[config.mk]
export PLATFORM = sky130hd
export DESIGN_NAME = pipelined_barrel_shifter
export DESIGN_NICKNAME = d
export VERILOG_FILES = /design/src/rtl/bsh_pkg.sv /design/src/rtl/pipelined_barrel_shifter_stage.sv /design/src/rtl/pipelined_barrel_shifter.sv
export SDC_FILE = /design/constraint.sdc
export NUM_CORES = 1
export LEC_CHECK = 0
export BUFFER_PORTS_ARGS = -buffer_cell sky130_fd_sc_hd__buf_2
export CAP_MARGIN = 20
export CORE_UTILIZATION = 42
export DETAILED_ROUTE_END_ITERATION = 16
export PLACE_DENSITY = 0.59
export SKIP_CTS_REPAIR_TIMING = 1
export SYNTH_ARGS = -nofsm -noshare
export SYNTH_HDL_FRONTEND = slang
export SYNTH_HIERARCHICAL = 1
export SYNTH_SLANG_ARGS = --single-unit
[constraint.sdc]
create_clock -name clk -period 1.9 [get_ports clk]
set_input_delay 0.475 -clock clk [delete_from_list [all_inputs] [get_ports clk]]
set_output_delay 0.475 -clock clk [all_outputs]
set_load 0.005 [all_outputs]
[src/rtl/bsh_pkg.sv]
// Shared types for the pipelined barrel shifter: operation modes and a mode-legality helper.
package bsh_pkg;

  typedef enum logic [2:0] {
    BSH_ROR = 3'd0,
    BSH_ROL = 3'd1,
    BSH_LSR = 3'd2,
    BSH_LSL = 3'd3,
    BSH_ASR = 3'd4
  } bsh_mode_e;

  // Codes 5..7 are reserved and pass the operand through untouched.
  function automatic logic is_valid_mode(bsh_mode_e mode);
    return mode inside {BSH_ROR, BSH_ROL, BSH_LSR, BSH_LSL, BSH_ASR};
  endfunction

endpackage

[src/rtl/pipelined_barrel_shifter_stage.sv]
// One pipeline rank of the barrel shifter: conditional move by SHIFT, then a register with
// a valid bit. Loads whenever the ready chain grants it (load_i).
module bsh_stage
  import bsh_pkg::*;
#(
  parameter int unsigned LOG2W = 3,
  parameter int unsigned TAG_W = 4,
  parameter int unsigned SHIFT = 1
) (
  input  logic                 clk,
  input  logic                 reset,
  input  logic                 load_i,
  input  logic                 valid_i,
  input  logic [(1<<LOG2W)-1:0] data_i,
  input  logic [LOG2W-1:0]     amt_i,
  input  logic [2:0]           mode_i,
  input  logic [TAG_W-1:0]     tag_i,
  output logic                 valid_o,
  output logic [(1<<LOG2W)-1:0] data_o,
  output logic [LOG2W-1:0]     amt_o,
  output logic [2:0]           mode_o,
  output logic [TAG_W-1:0]     tag_o
);

  localparam int unsigned W   = 1 << LOG2W;
  localparam int unsigned Bit = $clog2(SHIFT);

  logic             valid_q;
  logic [W-1:0]     data_d, data_q;
  logic [LOG2W-1:0] amt_q;
  logic [2:0]       mode_q;
  logic [TAG_W-1:0] tag_q;

  always_comb begin
    data_d = data_i;
    if (amt_i[Bit] && is_valid_mode(bsh_mode_e'(mode_i))) begin
      case (bsh_mode_e'(mode_i))
        BSH_ROR: data_d = {data_i[SHIFT-1:0], data_i[W-1:SHIFT]};
        BSH_ROL: data_d = {data_i[W-SHIFT-1:0], data_i[W-1:W-SHIFT]};
        BSH_LSR: data_d = data_i >> SHIFT;
        BSH_LSL: data_d = data_i << SHIFT;
        BSH_ASR: data_d = $signed(data_i) >>> SHIFT;
        default: data_d = data_i;
      endcase
    end
  end

  always_ff @(posedge clk) begin
    if (reset) begin
      valid_q <= 1'b0;
    end else if (load_i) begin
      valid_q <= valid_i;
    end
  end

  // Payload needs no reset; it is qualified by valid_q.
  always_ff @(posedge clk) begin
    if (load_i) begin
      data_q <= data_d;
      amt_q  <= amt_i;
      mode_q <= mode_i;
      tag_q  <= tag_i;
    end
  end

  assign valid_o = valid_q;
  assign data_o  = data_q;
  assign amt_o   = amt_q;
  assign mode_o  = mode_q;
  assign tag_o   = tag_q;

endmodule

[src/rtl/pipelined_barrel_shifter.sv]
// Pipelined multi-mode barrel shifter with valid/ready on both sides, one rank per log2 stage.
// Optional carry output enabled by defining BSH_CARRY_EN.
module pipelined_barrel_shifter
  import bsh_pkg::*;
#(
  parameter int unsigned LOG2W = 3,
  parameter int unsigned TAG_W = 4
) (
  input  logic                    clk,
  input  logic                    reset,
  input  logic                    in_valid,
  output logic                    in_ready,
  input  logic [(1<<LOG2W)-1:0]   in_data,
  input  logic [LOG2W-1:0]        in_amt,
  input  logic [2:0]              in_mode,
  input  logic [TAG_W-1:0]        in_tag,
  output logic                    out_valid,
  input  logic                    out_ready,
  output logic [(1<<LOG2W)-1:0]   out_data,
  output logic [TAG_W-1:0]        out_tag,
  output logic                    out_carry
);

  localparam int unsigned W = 1 << LOG2W;

  // Index 0 is the input port; index i+1 is the register of stage i.
  logic [W-1:0]     stg_data [LOG2W+1];
  logic [LOG2W-1:0] stg_amt  [LOG2W+1];
  logic [2:0]       stg_mode [LOG2W+1];
  logic [TAG_W-1:0] stg_tag  [LOG2W+1];
  logic             stg_v    [LOG2W+1];
  logic [LOG2W:0]   rdy;

  assign stg_v[0]    = in_valid;
  assign stg_data[0] = in_data;
  assign stg_amt[0]  = in_amt;
  assign stg_mode[0] = in_mode;
  assign stg_tag[0]  = in_tag;

  // A stage may load when it is empty or its contents move on this cycle.
  always_comb begin
    rdy[LOG2W] = out_ready;
    for (int i = LOG2W - 1; i >= 0; i--) begin
      rdy[i] = !stg_v[i+1] || rdy[i+1];
    end
  end

  for (genvar i = 0; i < LOG2W; i++) begin : g_stage
    bsh_stage #(
      .LOG2W(LOG2W),
      .TAG_W(TAG_W),
      .SHIFT(1 << i)
    ) u_stage (
      .clk    (clk),
      .reset  (reset),
      .load_i (rdy[i]),
      .valid_i(stg_v[i]),
      .data_i (stg_data[i]),
      .amt_i  (stg_amt[i]),
      .mode_i (stg_mode[i]),
      .tag_i  (stg_tag[i]),
      .valid_o(stg_v[i+1]),
      .data_o (stg_data[i+1]),
      .amt_o  (stg_amt[i+1]),
      .mode_o (stg_mode[i+1]),
      .tag_o  (stg_tag[i+1])
    );
  end

  assign in_ready  = rdy[0];
  assign out_valid = stg_v[LOG2W];
  assign out_data  = stg_data[LOG2W];
  assign out_tag   = stg_tag[LOG2W];

  logic unused_stage_tail;
  assign unused_stage_tail = ^{stg_amt[LOG2W], stg_mode[LOG2W]};

`ifdef BSH_CARRY_EN
  logic carry_in [LOG2W];
  logic carry_d  [LOG2W];
  logic carry_q  [LOG2W];

  // The last stage that actually moves the word records the final bit shifted out.
  for (genvar i = 0; i < LOG2W; i++) begin : g_carry
    localparam int unsigned Shift = 1 << i;
    logic moves, low_side;
    if (i == 0) begin : g_first
      assign carry_in[i] = 1'b0;
    end else begin : g_rest
      assign carry_in[i] = carry_q[i-1];
    end
    assign moves    = stg_amt[i][i] && is_valid_mode(bsh_mode_e'(stg_mode[i]));
    assign low_side = (stg_mode[i] == BSH_ROR) || (stg_mode[i] == BSH_LSR) ||
                      (stg_mode[i] == BSH_ASR);
    assign carry_d[i] = !moves   ? carry_in[i] :
                        low_side ? stg_data[i][Shift-1] : stg_data[i][W-Shift];
  end

  always_ff @(posedge clk) begin
    for (int i = 0; i < LOG2W; i++) begin
      if (reset) begin
        carry_q[i] <= 1'b0;
      end else if (rdy[i]) begin
        carry_q[i] <= carry_d[i];
      end
    end
  end

  assign out_carry = carry_q[LOG2W-1];
`else
  assign out_carry = 1'b0;
`endif

endmodule

==> results of run 1 <==
[cell type report]
class	count	area, um2	share of cell area (%)
clock buffer	5	68.8	2.80
clock inverter	3	17.5	0.712
inverter	4	15.0	0.611
multi-input combinational	88	664	27.0
sequential	48	1410	57.4
tap	67	83.8	3.41
timing repair buffer	38	198	8.04
[layer usage]
layer	part of all wire, %	global-route usage, %	up-vias
met2	57	29.2	46
met4	2.6	8.55	0
met1	37	17.5	645
met3	3.7	3.84	9
li1	-	-	647
met5	0	0	-
[worst paths after layout]
| kind | from | to | slack (ps) | cells past startpoint |
|---|---|---|---|---|
| setup / recovery | g_stage[0].u_stage/mode_o[0] | g_stage[1].u_stage/data_o[1] | 320 | 3 |
| hold / removal | in_tag[0] | g_stage[0].u_stage/tag_o[0] | 350 | 1 |
| setup reg to reg | g_stage[0].u_stage/mode_o[0] | g_stage[1].u_stage/data_o[1] | 320 | 3 |
| hold reg to reg | g_stage[0].u_stage/amt_o[2] | g_stage[1].u_stage/amt_o[2] | 430 | 0 |
[through the flow]
step / std cells / instance area [um2]
floorplan: 145 / 2140
global placement: 245 / 2370
detailed placement: 245 / 2370
CTS: 253 / 2460
global route: 253 / 2460
finish: 253 / 2460
[state kept, by name (all words and copies together) (netlist names)]
signal,flops
g_stage.u_stage/data_o,24
g_stage.u_stage/valid_o,3
g_stage.u_stage/amt_o,3
g_stage.u_stage/mode_o,6
g_stage.u_stage/tag_o,12
[cell usage in the layout, fill, tap and decap left out, types with 2 or more instances in the layout]
cell,n
edfxtp_1,45
buf_2,35
a22o_1,9
mux2_4,9
a21oi_1,7
nor2_1,6
nand2_1,6
o21ai_1,6
nand2b_1,5
clkbuf_8,5
a22oi_1,4
nor3_1,4
inv_1,4
nand4_1,4
o21ai_2,3
and2_4,3
mux2i_1,3
buf_4,3
dfxtp_1,3
o22a_1,3
nand3b_1,2
and2b_1,2
o31ai_1,2
[where the power goes]
part           internal (mW)  total (mW)  leakage [nW]  switching (mW)
Sequential              1.26        1.31         0.508          0.0564
Clock                  0.257       0.582        0.0460           0.325
Combinational          0.126       0.231         0.441           0.105
==> results.yml, run 1 <==
outcome:
  status: "finished clean"
placement:
  routabilityCongestion: 0.866
  pre_cts_slack_ps: 336
  port_buffers: 35
  place_hpwl_mm: 2.94
route:
  vias: 1347
  drcViolationCount: 0
  firstDrtPassIters: 4
  ant_nets: 0
  via_per_inst: 5.32
  wirelength_mm: 3.87
  wl_per_cell_um: 15.3
  drt_iter0_drc: 55
sta:
  relSlewSlack_pct: 66.1
  fmax_mhz: 635
  final.setup.tns_ps: 0
  period_needed_ps: 1580
  post-route-period-util_pct: 82.9
  finalHoldViolations: 0
  slew_violations: 0
  final.setup.worst_slack_ps: 325
  setup_viol: 0
  whs_ps: 349
  worst_clock_skew_ps: 4.22
  worst_pin_slew_ps: 507
  rsz0062_at_grt: "no"
clock_tree:
  htreeDepth: 2
  clock_sinks: 48
  clockRootBuffer: "clkbuf_8"
  cts_buffers: 5
  clk_pin_slew_worst_paths_ps: 80
  clk_latency_ps: 290
  clock_path_buffers: 2
  cts_tree: "built"
worst_setup_path:
  crit_chain: "o21ai_2, and2_4, mux2_4"
  crit_type: "reg2reg"
  cp.required_ps: 1950
  critPathArrivalTime_ps: 1620
  critPathMaxStageDelay_ps: 550
  cp_max_fo: 10
  critPathTopFamily: "flip-flops"
  worst-path-buf-inv: 0
  cp-end-kind: "flip-flop"
  start_kind: "flip-flop"
  cp_slowest_cell: "edfxtp_1"
floorplan:
  die_h_um: 73.4
  io_pins: 37
  fp.dieW_um: 73.4
  start_util_pct: 44.4
  die_area_um2: 5380
  core_area_um2: 4820
  rows: 25
yosys:
  synth_nets: 167
  syn_inst: 145
  ys_warn_count: 6
  syn_area_per_cell_um2: 14.8
  mappedNetlistArea_um2: 2140
finish:
  syn2layout_area_growth_pct: 14.9
  drive_above_1_share_pct: 32.3
  fillers: 446
  diodes: 0
  final_core_util_pct: 51.0
  finalNetCount: 207
min_path:
  min_path_type: "in2reg"
power:
  total_power_mw: 2.13
  peakVddDrop_mv: 0.311
  power_density_nw_per_um2: 865
  leakage_nw: 0.995
global_routing:
  grt_pass1_wl_mm: 6.36
  antenna_found_initial: 0
  grt_pass1_vias: 1347
  track_usage_pct: 16.2
  grt_max_degree: 19
  grt-ovfl-total: 0
run:
  cap_violations: 0
Power figures use the tool's default switching activity.
==> inputs of run 2 (changes only) <==
--- a/config.mk
+++ b/config.mk
@@ -5,11 +5,12 @@
 export SDC_FILE = /design/constraint.sdc
 export NUM_CORES = 1
 export LEC_CHECK = 0
+export ABC_AREA = 1
 export BUFFER_PORTS_ARGS = -buffer_cell sky130_fd_sc_hd__buf_2
 export CAP_MARGIN = 20
 export CORE_UTILIZATION = 42
 export DETAILED_ROUTE_END_ITERATION = 16
-export PLACE_DENSITY = 0.59
+export PLACE_DENSITY = 0.61
 export SKIP_CTS_REPAIR_TIMING = 1
 export SYNTH_ARGS = -nofsm -noshare
 export SYNTH_HDL_FRONTEND = slang
==> constraint.sdc (replaced) <==
create_clock -name clk -period 1.4 [get_ports clk]
set_input_delay 0.35 -clock clk [delete_from_list [all_inputs] [get_ports clk]]
set_output_delay 0.35 -clock clk [all_outputs]
set_load 0.005 [all_outputs]
==> results.yml, run 2 <==
finish:
  diodes: 0
  final_common_cell: "nand2_1"
  drive_above_1_share_pct: 27.1
  finalNetCount: 313
  largest_reg_flops: 24
  layout_common_cells: "52 x nand2_1, 45 x edfxtp_1, 39 x nand3_1, 35 x buf_2, 34 x nor2_1"
  fillers: 478
  syn2layout_area_growth_pct: 21.0
yosys:
  mappedNetlistArea_um2: 2330
  synth_nets: 262
  ys_warn_count: 6
  syn_inst: 240
  syn_area_per_cell_um2: 9.69
global_routing:
  track_usage_pct: 14.0
  grt_pass1_vias: 1465
  antenna_found_initial: 0
  grt_max_degree: 17
  grt_pass1_wl_mm: 6.44
  grt-ovfl-total: 0
floorplan:
  io_pins: 37
  rows: 26
  die_area_um2: 5840
  core_area_um2: 5200
  start_util_pct: 44.7
  die_h_um: 76.4
  fp.dieW_um: 76.4
sta:
  worst_clock_skew_ps: 8.95
  whs_ps: 221
  finalHoldViolations: 0
  fmax_mhz: 718
  post-route-period-util_pct: 99.4
  slew_violations: 0
  setup_viol: 0
  period_needed_ps: 1390
  rsz0062_at_grt: "yes"
worst_setup_path:
  ff2ff_path_depth: 7
  crit_type: "reg2out"
  start_kind: "flip-flop"
  rr_startpoint: "g_stage[0].u_stage/mode_o[2]"
  cp-startpoint: "g_stage[1].u_stage/valid_o"
  cp.required_ps: 1050
  reg2reg_to: "g_stage[1].u_stage/data_o[3]"
  cp_max_fo: 4
  cp-end-kind: "primary output"
  critPathArrivalTime_ps: 1040
  r2r_slack_ps: 50
clock_tree:
  htreeDepth: 2
  clk_latency_ps: 300
  cts_tree: "built"
  clk_pin_slew_worst_paths_ps: 80
  clockRootBuffer: "clkbuf_8"
  clock_path_buffers: 2
  clock_sinks: 48
  cts_buffers: 5
power:
  leakage_nw: 1.31
  peakVddDrop_mv: 0.465
  power_density_nw_per_um2: 1110
  total_power_mw: 3.13
route:
  via_per_inst: 4.57
  wirelength_mm: 3.72
  ant_nets: 0
  vias: 1655
  drt_iter0_drc: 49
  wl_per_cell_um: 10.3
  drcViolationCount: 0
  firstDrtPassIters: 4
placement:
  port_buffers: 35
  place_hpwl_mm: 2.82
  routabilityCongestion: 0.813
min_path:
  holdPathStages: 1
  min_to: "g_stage[0].u_stage/amt_o[1]"
  hold_start: "in_amt[1]"
  min_path_type: "in2reg"
outcome:
  status: "finished clean"
run:
  cap_violations: 0
run 2: cell type report:
cell class                      instances  area [um2]  area share, %
Tap cell                               70        87.6           3.11
Clock inverter                          3        42.5           1.51
Timing Repair Buffer                   50         325           11.6
Multi-Input combinational cell        158         758           26.9
Sequential cell                        48        1420           50.3
Clock buffer                            5        68.8           2.44
Inverter                               28         118           4.18
run 2: metal layers:
layer / wire length (um) / GRT usage (%)
met2: 1970 / 25.6
met5: 0 / 0
met1: 1560 / 15.5
met4: 73 / 5.96
met3: 125 / 3.23
run 2: worst max-delay path by stage:
stage,slack [ps],depth (start not counted),end
floorplan,-80,4,g_stage[0].u_stage/valid_o
global placement,50,6,g_stage[1].u_stage/data_o[2]
detailed placement,20,6,g_stage[1].u_stage/data_o[4]
CTS,-70,2,in_ready
global route,-50,2,in_ready
finish,8,2,in_ready
run 2: through the flow:
stage | setup WS [ps] | cell area [um2] | cells | setup TNS, ps | util, %
floorplan | -78.6 | 2340 | 240 | -1020 | -
global placement | 51.7 | 2650 | 350 | 0 | 51.0
detailed placement | 20.6 | 2650 | 350 | 0 | 51.0
CTS | -71.0 | 2770 | 358 | -71.0 | 53.1
global route | -45.9 | 2820 | 362 | -57.7 | 54.1
finish | 8.09 | 2820 | 362 | 0 | 54.1
run 2: worst max-delay path, stage by stage (launching register included):
cell and delay, ps:
dfxtp_2 360, nand4_1 190, buf_2 190
run 2: report_power, final:
group,switching (mW),internal [mW],total [mW]
clock,0.433,0.529,0.962
sequential,0.0604,1.71,1.77
combinational,0.215,0.178,0.393
total,0.709,2.42,3.13
